$ cat config.mk
export PLATFORM = sky130hd
export DESIGN_NAME = operand_mux_pipe
export DESIGN_NICKNAME = d
export VERILOG_FILES = /design/src/rtl/operand_mux_pkg.sv /design/src/rtl/operand_pipe_reg.sv /design/src/rtl/operand_mux_pipe.sv
export SDC_FILE = /design/constraint.sdc
export NUM_CORES = 1
export LEC_CHECK = 0
export BUFFER_PORTS_ARGS = -buffer_cell sky130_fd_sc_hd__buf_4
export CAP_MARGIN = 10
export CORE_ASPECT_RATIO = 1.2
export CORE_MARGIN = 3
export CORE_UTILIZATION = 42
export CTS_CLUSTER_DIAMETER = 30
export CTS_CLUSTER_SIZE = 12
export DETAILED_ROUTE_END_ITERATION = 7
export HOLD_SLACK_MARGIN = 0.12
export PLACE_DENSITY = 0.94
export SKIP_CTS_REPAIR_TIMING = 1
export SLEW_MARGIN = 25
export SYNTH_ARGS = -nofsm -noshare
export SYNTH_HDL_FRONTEND = slang
export SYNTH_SLANG_ARGS = --single-unit
$ cat constraint.sdc
create_clock -name CLK -period 1.1 [get_ports CLK]
set_input_delay 0.055 -clock CLK [delete_from_list [all_inputs] [get_ports CLK]]
set_output_delay 0.055 -clock CLK [all_outputs]
set_load 0.005 [all_outputs]
$ cat src/rtl/operand_mux_pkg.sv
// Shared types and constants for the ALU source-operand selector.
package operand_mux_pkg;

  localparam int unsigned OPERAND_W = 32;

  typedef enum logic [1:0] {
    SEL_RS1   = 2'd0,
    SEL_UTYPE = 2'd1,
    SEL_PC    = 2'd2,
    SEL_FWD   = 2'd3
  } operand_sel_e;

  typedef struct packed {
    logic [OPERAND_W-1:0] data;
    logic                 valid;
  } operand_stage_t;

  function automatic logic sel_in_range(input int unsigned sel, input int unsigned num_src);
    return sel < num_src;
  endfunction

endpackage

$ cat src/rtl/operand_pipe_reg.sv
// One operand pipeline stage: flush clears, stall holds, otherwise load.
module operand_pipe_reg #(
  parameter int unsigned WIDTH = 32
) (
  input  logic             CLK,
  input  logic             RST,
  input  logic             FLUSH,
  input  logic             STALL,
  input  logic [WIDTH-1:0] d_i,
  input  logic             valid_i,
  output logic [WIDTH-1:0] d_o,
  output logic             valid_o
);

  logic [WIDTH-1:0] data_q, data_d;
  logic             valid_q, valid_d;

  always_comb begin
    data_d  = data_q;
    valid_d = valid_q;
    if (FLUSH) begin
      data_d  = '0;
      valid_d = 1'b0;
    end else if (!STALL) begin
      data_d  = d_i;
      valid_d = valid_i;
    end
  end

  always_ff @(posedge CLK or posedge RST) begin
    if (RST) begin
      data_q  <= '0;
      valid_q <= 1'b0;
    end else begin
      data_q  <= data_d;
      valid_q <= valid_d;
    end
  end

  assign d_o     = data_q;
  assign valid_o = valid_q;

endmodule

$ cat src/rtl/operand_mux_pipe.sv
// N-to-1 ALU operand selector feeding a stall/flush-aware register pipeline,
// with a sticky flag for out-of-range selects.
module operand_mux_pipe
  import operand_mux_pkg::*;
#(
  parameter  int unsigned WIDTH      = OPERAND_W,
  parameter  int unsigned NUM_SRC    = 4,
  parameter  int unsigned PIPE_DEPTH = 1,
  localparam int unsigned SEL_W      = $clog2(NUM_SRC)
) (
  input  logic                     CLK,
  input  logic                     RST,
  input  logic [NUM_SRC*WIDTH-1:0] SRC_IN,
  input  logic [SEL_W-1:0]         SEL,
  input  logic                     IN_VALID,
  input  logic                     STALL,
  input  logic                     FLUSH,
  input  logic                     CLR_ERR,
  output logic [WIDTH-1:0]         OUT,
  output logic                     OUT_VALID,
  output logic                     SEL_ERR
);

  logic [WIDTH-1:0] mux_data;
  logic             sel_ok;
  logic             sel_err_q, sel_err_d;
  logic [WIDTH-1:0] stage_data  [PIPE_DEPTH+1];
  logic             stage_valid [PIPE_DEPTH+1];

  // Unmatched (out-of-range) selects fall through to zero.
  always_comb begin
    mux_data = '0;
    for (int unsigned k = 0; k < NUM_SRC; k++) begin
      if (SEL == SEL_W'(k)) mux_data = SRC_IN[k*WIDTH +: WIDTH];
    end
  end

  assign sel_ok         = sel_in_range(32'(SEL), NUM_SRC);
  assign stage_data[0]  = mux_data;
  assign stage_valid[0] = IN_VALID;

  for (genvar i = 0; i < PIPE_DEPTH; i++) begin : g_stage
    operand_pipe_reg #(.WIDTH(WIDTH)) u_reg (
      .CLK     (CLK),
      .RST     (RST),
      .FLUSH   (FLUSH),
      .STALL   (STALL),
      .d_i     (stage_data[i]),
      .valid_i (stage_valid[i]),
      .d_o     (stage_data[i+1]),
      .valid_o (stage_valid[i+1])
    );
  end

  // Only an accepted, valid bad select sets the flag; set beats clear.
  always_comb begin
    sel_err_d = sel_err_q & ~CLR_ERR;
    if (IN_VALID && !STALL && !FLUSH && !sel_ok) sel_err_d = 1'b1;
  end

  always_ff @(posedge CLK or posedge RST) begin
    if (RST) sel_err_q <= 1'b0;
    else     sel_err_q <= sel_err_d;
  end

  assign OUT       = stage_data[PIPE_DEPTH];
  assign OUT_VALID = stage_valid[PIPE_DEPTH];
  assign SEL_ERR   = sel_err_q;

endmodule

==> report_table.html <==
<table>
<tr><th>Metric</th><th>Value</th></tr>
<tr><th colspan="2">Drt</th></tr>
<tr><td>Mean number of vias per cell</td><td>5.43</td></tr>
<tr><td># DRC</td><td>0</td></tr>
<tr><td>Final WL</td><td>just under 8000 um</td></tr>
<tr><td>Initial detailed-routing violation count</td><td>89</td></tr>
<tr><td>Antenna viol nets, final</td><td>0</td></tr>
<tr><td>Pre-antenna DRT Iters</td><td>5</td></tr>
<tr><td>Routed via count</td><td>about 2.4k</td></tr>
<tr><td>Routed length per instance</td><td>between 15 and 20 um</td></tr>
<tr><th colspan="2">Clock tree</th></tr>
<tr><td>Clock tree from TritonCTS</td><td>built</td></tr>
<tr><td>Total clock sinks</td><td>34</td></tr>
<tr><td>Maximum level of the CTS H-tree</td><td>2</td></tr>
<tr><td>Number of buffers added by the clock tree synthesis step</td><td>5</td></tr>
<tr><td>Clock Latency Late Sink</td><td>around 270 ps</td></tr>
<tr><td>Clk root buf</td><td>clkbuf_8</td></tr>
<tr><td>Clock-pin slew on the worst setup and hold paths</td><td>70 ps</td></tr>
<tr><td>CTS max path bufs</td><td>2</td></tr>
<tr><th colspan="2">Hold path</th></tr>
<tr><td>Worst hold-check path type</td><td>input pin to flop</td></tr>
<tr><td>Hold path startpoint</td><td>SRC_IN[11]</td></tr>
<tr><td>Hold Crit Depth</td><td>3</td></tr>
<tr><td>Hold endpoint</td><td>g_stage[0].u_reg.d_o[11]$_DFFE_PP0P_</td></tr>
<tr><th colspan="2">Critical path</th></tr>
<tr><td>Critical Path RT</td><td>~1300 ps</td></tr>
<tr><td>Startpoint-to-endpoint class of the critical path</td><td>input pin to flop</td></tr>
<tr><td>Kind of cell with the highest combined delay on the critical path</td><td>simple AND/OR/NAND/NOR gates</td></tr>
<tr><td>Worst setup EP type</td><td>flop</td></tr>
<tr><td>Slowest Stage Delay on Critical Path</td><td>490 ps</td></tr>
<tr><td>Peak fanout along the critical path</td><td>32</td></tr>
<tr><td>Reg2Reg Launch Point</td><td>g_stage[0].u_reg.d_o[19]$_DFFE_PP0P_</td></tr>
<tr><td>Cell-by-cell listing of the critical path</td><td>buf_4 -&gt; or3b_2 -&gt; buf_12 -&gt; o221ai_1</td></tr>
<tr><td>Worst reg2reg path depth</td><td>2</td></tr>
<tr><td>Reg-to-reg setup timing slack</td><td>about 370 ps</td></tr>
<tr><td>Cell with the biggest individual delay on the critical path</td><td>or3b_2</td></tr>
<tr><td>Reg-to-Reg End</td><td>g_stage[0].u_reg.d_o[19]$_DFFE_PP0P_</td></tr>
<tr><td>Number of buffers and inverters on the critical path</td><td>2</td></tr>
<tr><td>Arr. time, crit path</td><td>approximately 1100 ps</td></tr>
<tr><td>Type of origin of the critical path</td><td>input pin</td></tr>
<tr><th colspan="2">STA</th></tr>
<tr><td>Final count of hold timing violations</td><td>0</td></tr>
<tr><td>Worst slew slack as a fraction of its limit</td><td>between 70% and 80%</td></tr>
<tr><td>Final worst-path cycle share</td><td>about 85%</td></tr>
<tr><td>Final max-slew violation count</td><td>0</td></tr>
<tr><td>Setup repair after global routing missed its margin</td><td>no</td></tr>
<tr><td>Fin worst setup slack</td><td>approximately 170 ps</td></tr>
<tr><td>Least-Margin Pin Slew</td><td>430 ps</td></tr>
<tr><td>Timing-limited maximum frequency</td><td>1070 MHz</td></tr>
<tr><td>Final count of negative-setup-slack endpoints</td><td>0</td></tr>
<tr><td>Tmin final</td><td>~930 ps</td></tr>
<tr><td>Worst-case clock skew</td><td>0 ps</td></tr>
<tr><th colspan="2">Place</th></tr>
<tr><td>Number of cells in the design after placement</td><td>between 400 and 500</td></tr>
<tr><td>HPWL after detailed placement</td><td>about 5800 um</td></tr>
<tr><td>Final RePlAce weighted congestion</td><td>just under 0.8</td></tr>
<tr><td>Dpl ws</td><td>-97.1 ps</td></tr>
<tr><td>Number of buffers added on ports</td><td>between 150 and 200</td></tr>
<tr><th colspan="2">Job</th></tr>
<tr><td>Maximum capacitance violations</td><td>0</td></tr>
<tr><th colspan="2">Yosys</th></tr>
<tr><td>Sequential area share after synthesis</td><td>about 35%</td></tr>
<tr><td>Average instance area after synthesis</td><td>between 10 and 15 sq um</td></tr>
<tr><td>Top cell type's share of synthesized area</td><td>between 30% and 40%</td></tr>
<tr><td>Number of warning messages in the yosys log</td><td>0</td></tr>
<tr><td>Nets in the synthesized netlist</td><td>326</td></tr>
<tr><td>Area contributors post-synth</td><td>dfrtp_1 35%, mux2i_1 27%, o221ai_2 19%</td></tr>
<tr><td>Count of cell types in the netlist</td><td>14</td></tr>
<tr><td>Synthesized instance count</td><td>190</td></tr>
<tr><td>Largest area contributor in the synthesized netlist</td><td>dfrtp_1</td></tr>
<tr><td>Synthesis-stage register bit count</td><td>34</td></tr>
<tr><td>Combined area of all synthesized cells</td><td>between 0.002 and 0.0025 sq mm</td></tr>
<tr><th colspan="2">Layout</th></tr>
<tr><td>Most common cell after layout, fill and taps aside</td><td>buf_4</td></tr>
<tr><td>Core utilization of the finished layout</td><td>approximately 76%</td></tr>
<tr><td>Layout Cells excl Fill</td><td>about 450</td></tr>
<tr><td>Number of nets in the layout</td><td>~520</td></tr>
<tr><td>Commonest cells after routing, fill and taps aside</td><td>178 x buf_4, 65 x mux2i_1, 34 x dfrtp_1, 32 x nand3b_1, 30 x o221ai_2</td></tr>
<tr><td>Area grow syn2layout</td><td>70.8%</td></tr>
<tr><td>Antenna diode instance count</td><td>0</td></tr>
<tr><td>Share of cells above drive strength 1</td><td>57.1%</td></tr>
<tr><th colspan="2">GRT</th></tr>
<tr><td>GRT overflow</td><td>0</td></tr>
<tr><td>Overall routing resource usage</td><td>about a fifth</td></tr>
<tr><td>Largest net degree at the start of global routing</td><td>35</td></tr>
<tr><td>Initial antenna violation count</td><td>0</td></tr>
<tr><td>Vias in the first global route</td><td>about 2.3k</td></tr>
<tr><td>Wire length of the first global-routing pass</td><td>~11,000 um</td></tr>
<tr><th colspan="2">Floorplanning</th></tr>
<tr><td>Ports</td><td>170</td></tr>
<tr><td>Initial core utilization</td><td>~44%</td></tr>
<tr><td>Die height</td><td>~89 um</td></tr>
<tr><td>Area of the placeable core</td><td>around 0.0054 sq mm</td></tr>
<tr><td>Die Area</td><td>~0.0067 sq mm</td></tr>
<tr><td>Placement Rows</td><td>29</td></tr>
<tr><td>Die boundary width</td><td>between 70 and 80 um</td></tr>
<tr><th colspan="2">Power and ir drop</th></tr>
<tr><td>Power Density</td><td>approximately 840 mW/mm^2</td></tr>
<tr><td>Leakage dissipation</td><td>just over 0.002 uW</td></tr>
<tr><td>Maximum vdd ir drop</td><td>473 uV</td></tr>
<tr><th colspan="2">Status</th></tr>
<tr><td>Status</td><td>complete, no violations</td></tr>
</table>
==> tightest hold or removal path: stages <==
cell and delay [ps]:
buf_4 80, mux2i_1 70, o221ai_2 140
==> state kept, by name (all words and copies together), names as in the netlist <==
signal and count:
g_stage.u_reg.d_o 32, SEL_ERR 1, g_stage.u_reg.valid_o 1
==> metal layers <==
metal / wire length [um] / GRT usage, % / vias up / part of all wire, %
met5: 0 / 0 / - / 0
met4: 139 / 7.44 / 0 / 1.8
met3: 722 / 4.89 / 12 / 9.3
met2: 4150 / 36.8 / 128 / 53
met1: 2790 / 24.1 / 1148 / 36
li1: - / - / 1137 / -
==> cell families after synthesis <==
logic type | count (synthesis) | synth area share, %
buffers and inverters | 23 | 7.03
multiplexers | 65 | 27.1
AO/OA/AOI/OAI | 32 | 19.5
AND/OR/NAND/NOR | 36 | 11.0
flip-flops | 34 | 35.4
==> how the worst max path moves through the flow <==
stage	from	to	slack, ps	cells after the start
after floorplan	STALL	g_stage[0].u_reg.d_o[0]$_DFFE_PP0P_	60	5
after global placement	FLUSH	g_stage[0].u_reg.d_o[29]$_DFFE_PP0P_	-60	4
after detailed placement	FLUSH	g_stage[0].u_reg.d_o[29]$_DFFE_PP0P_	-100	4
after CTS	FLUSH	g_stage[0].u_reg.d_o[28]$_DFFE_PP0P_	190	4
after global routing	FLUSH	g_stage[0].u_reg.d_o[28]$_DFFE_PP0P_	140	4
final	FLUSH	g_stage[0].u_reg.d_o[29]$_DFFE_PP0P_	170	4
==> where the power goes <==
part	leakage [uW]	internal, uW	total [uW]	switching, uW
combinational	0.00157	730	1170	436
sequential	0.000454	1340	1400	58.0
clock	0.0000431	482	885	403
total	0.00207	2550	3450	897
==> synthesized netlist by cell type <==
cell type / count
clkbuf_1: 7
inv_1: 1
buf_2: 9
o221ai_1: 2
mux2i_1: 65
or3b_1: 1
or3_1: 1
nor2_1: 1
dfrtp_1: 34
buf_12: 3
nor2b_1: 1
buf_6: 3
nand3b_1: 32
o221ai_2: 30
==> metrics by stage <==
| step | area, sq um | hold slack [ps] | total power (uW) | setup TNS, ps |
|---|---|---|---|---|
| final | 4110 | 103 | 3450 | 0 |
| after global routing | 4110 | 121 | 3630 | 0 |
| after CTS | 3820 | -122 | 3400 | 0 |
| after detailed placement | 3730 | 179 | 2510 | -2420 |
| after global placement | 3730 | 173 | 2480 | -1620 |
| after floorplan | 2400 | 121 | 1890 | 0 |
==> area by class of cell <==
type / count / area, sq um
repair buffers: 211 / 1710
multi-input cells: 133 / 1390
fillers: 350 / 1300
flip-flops and latches: 34 / 851
clock buffers: 6 / 82.6
well taps: 62 / 77.6
inverters: 1 / 3.75
Power figures use the tool's default switching activity.
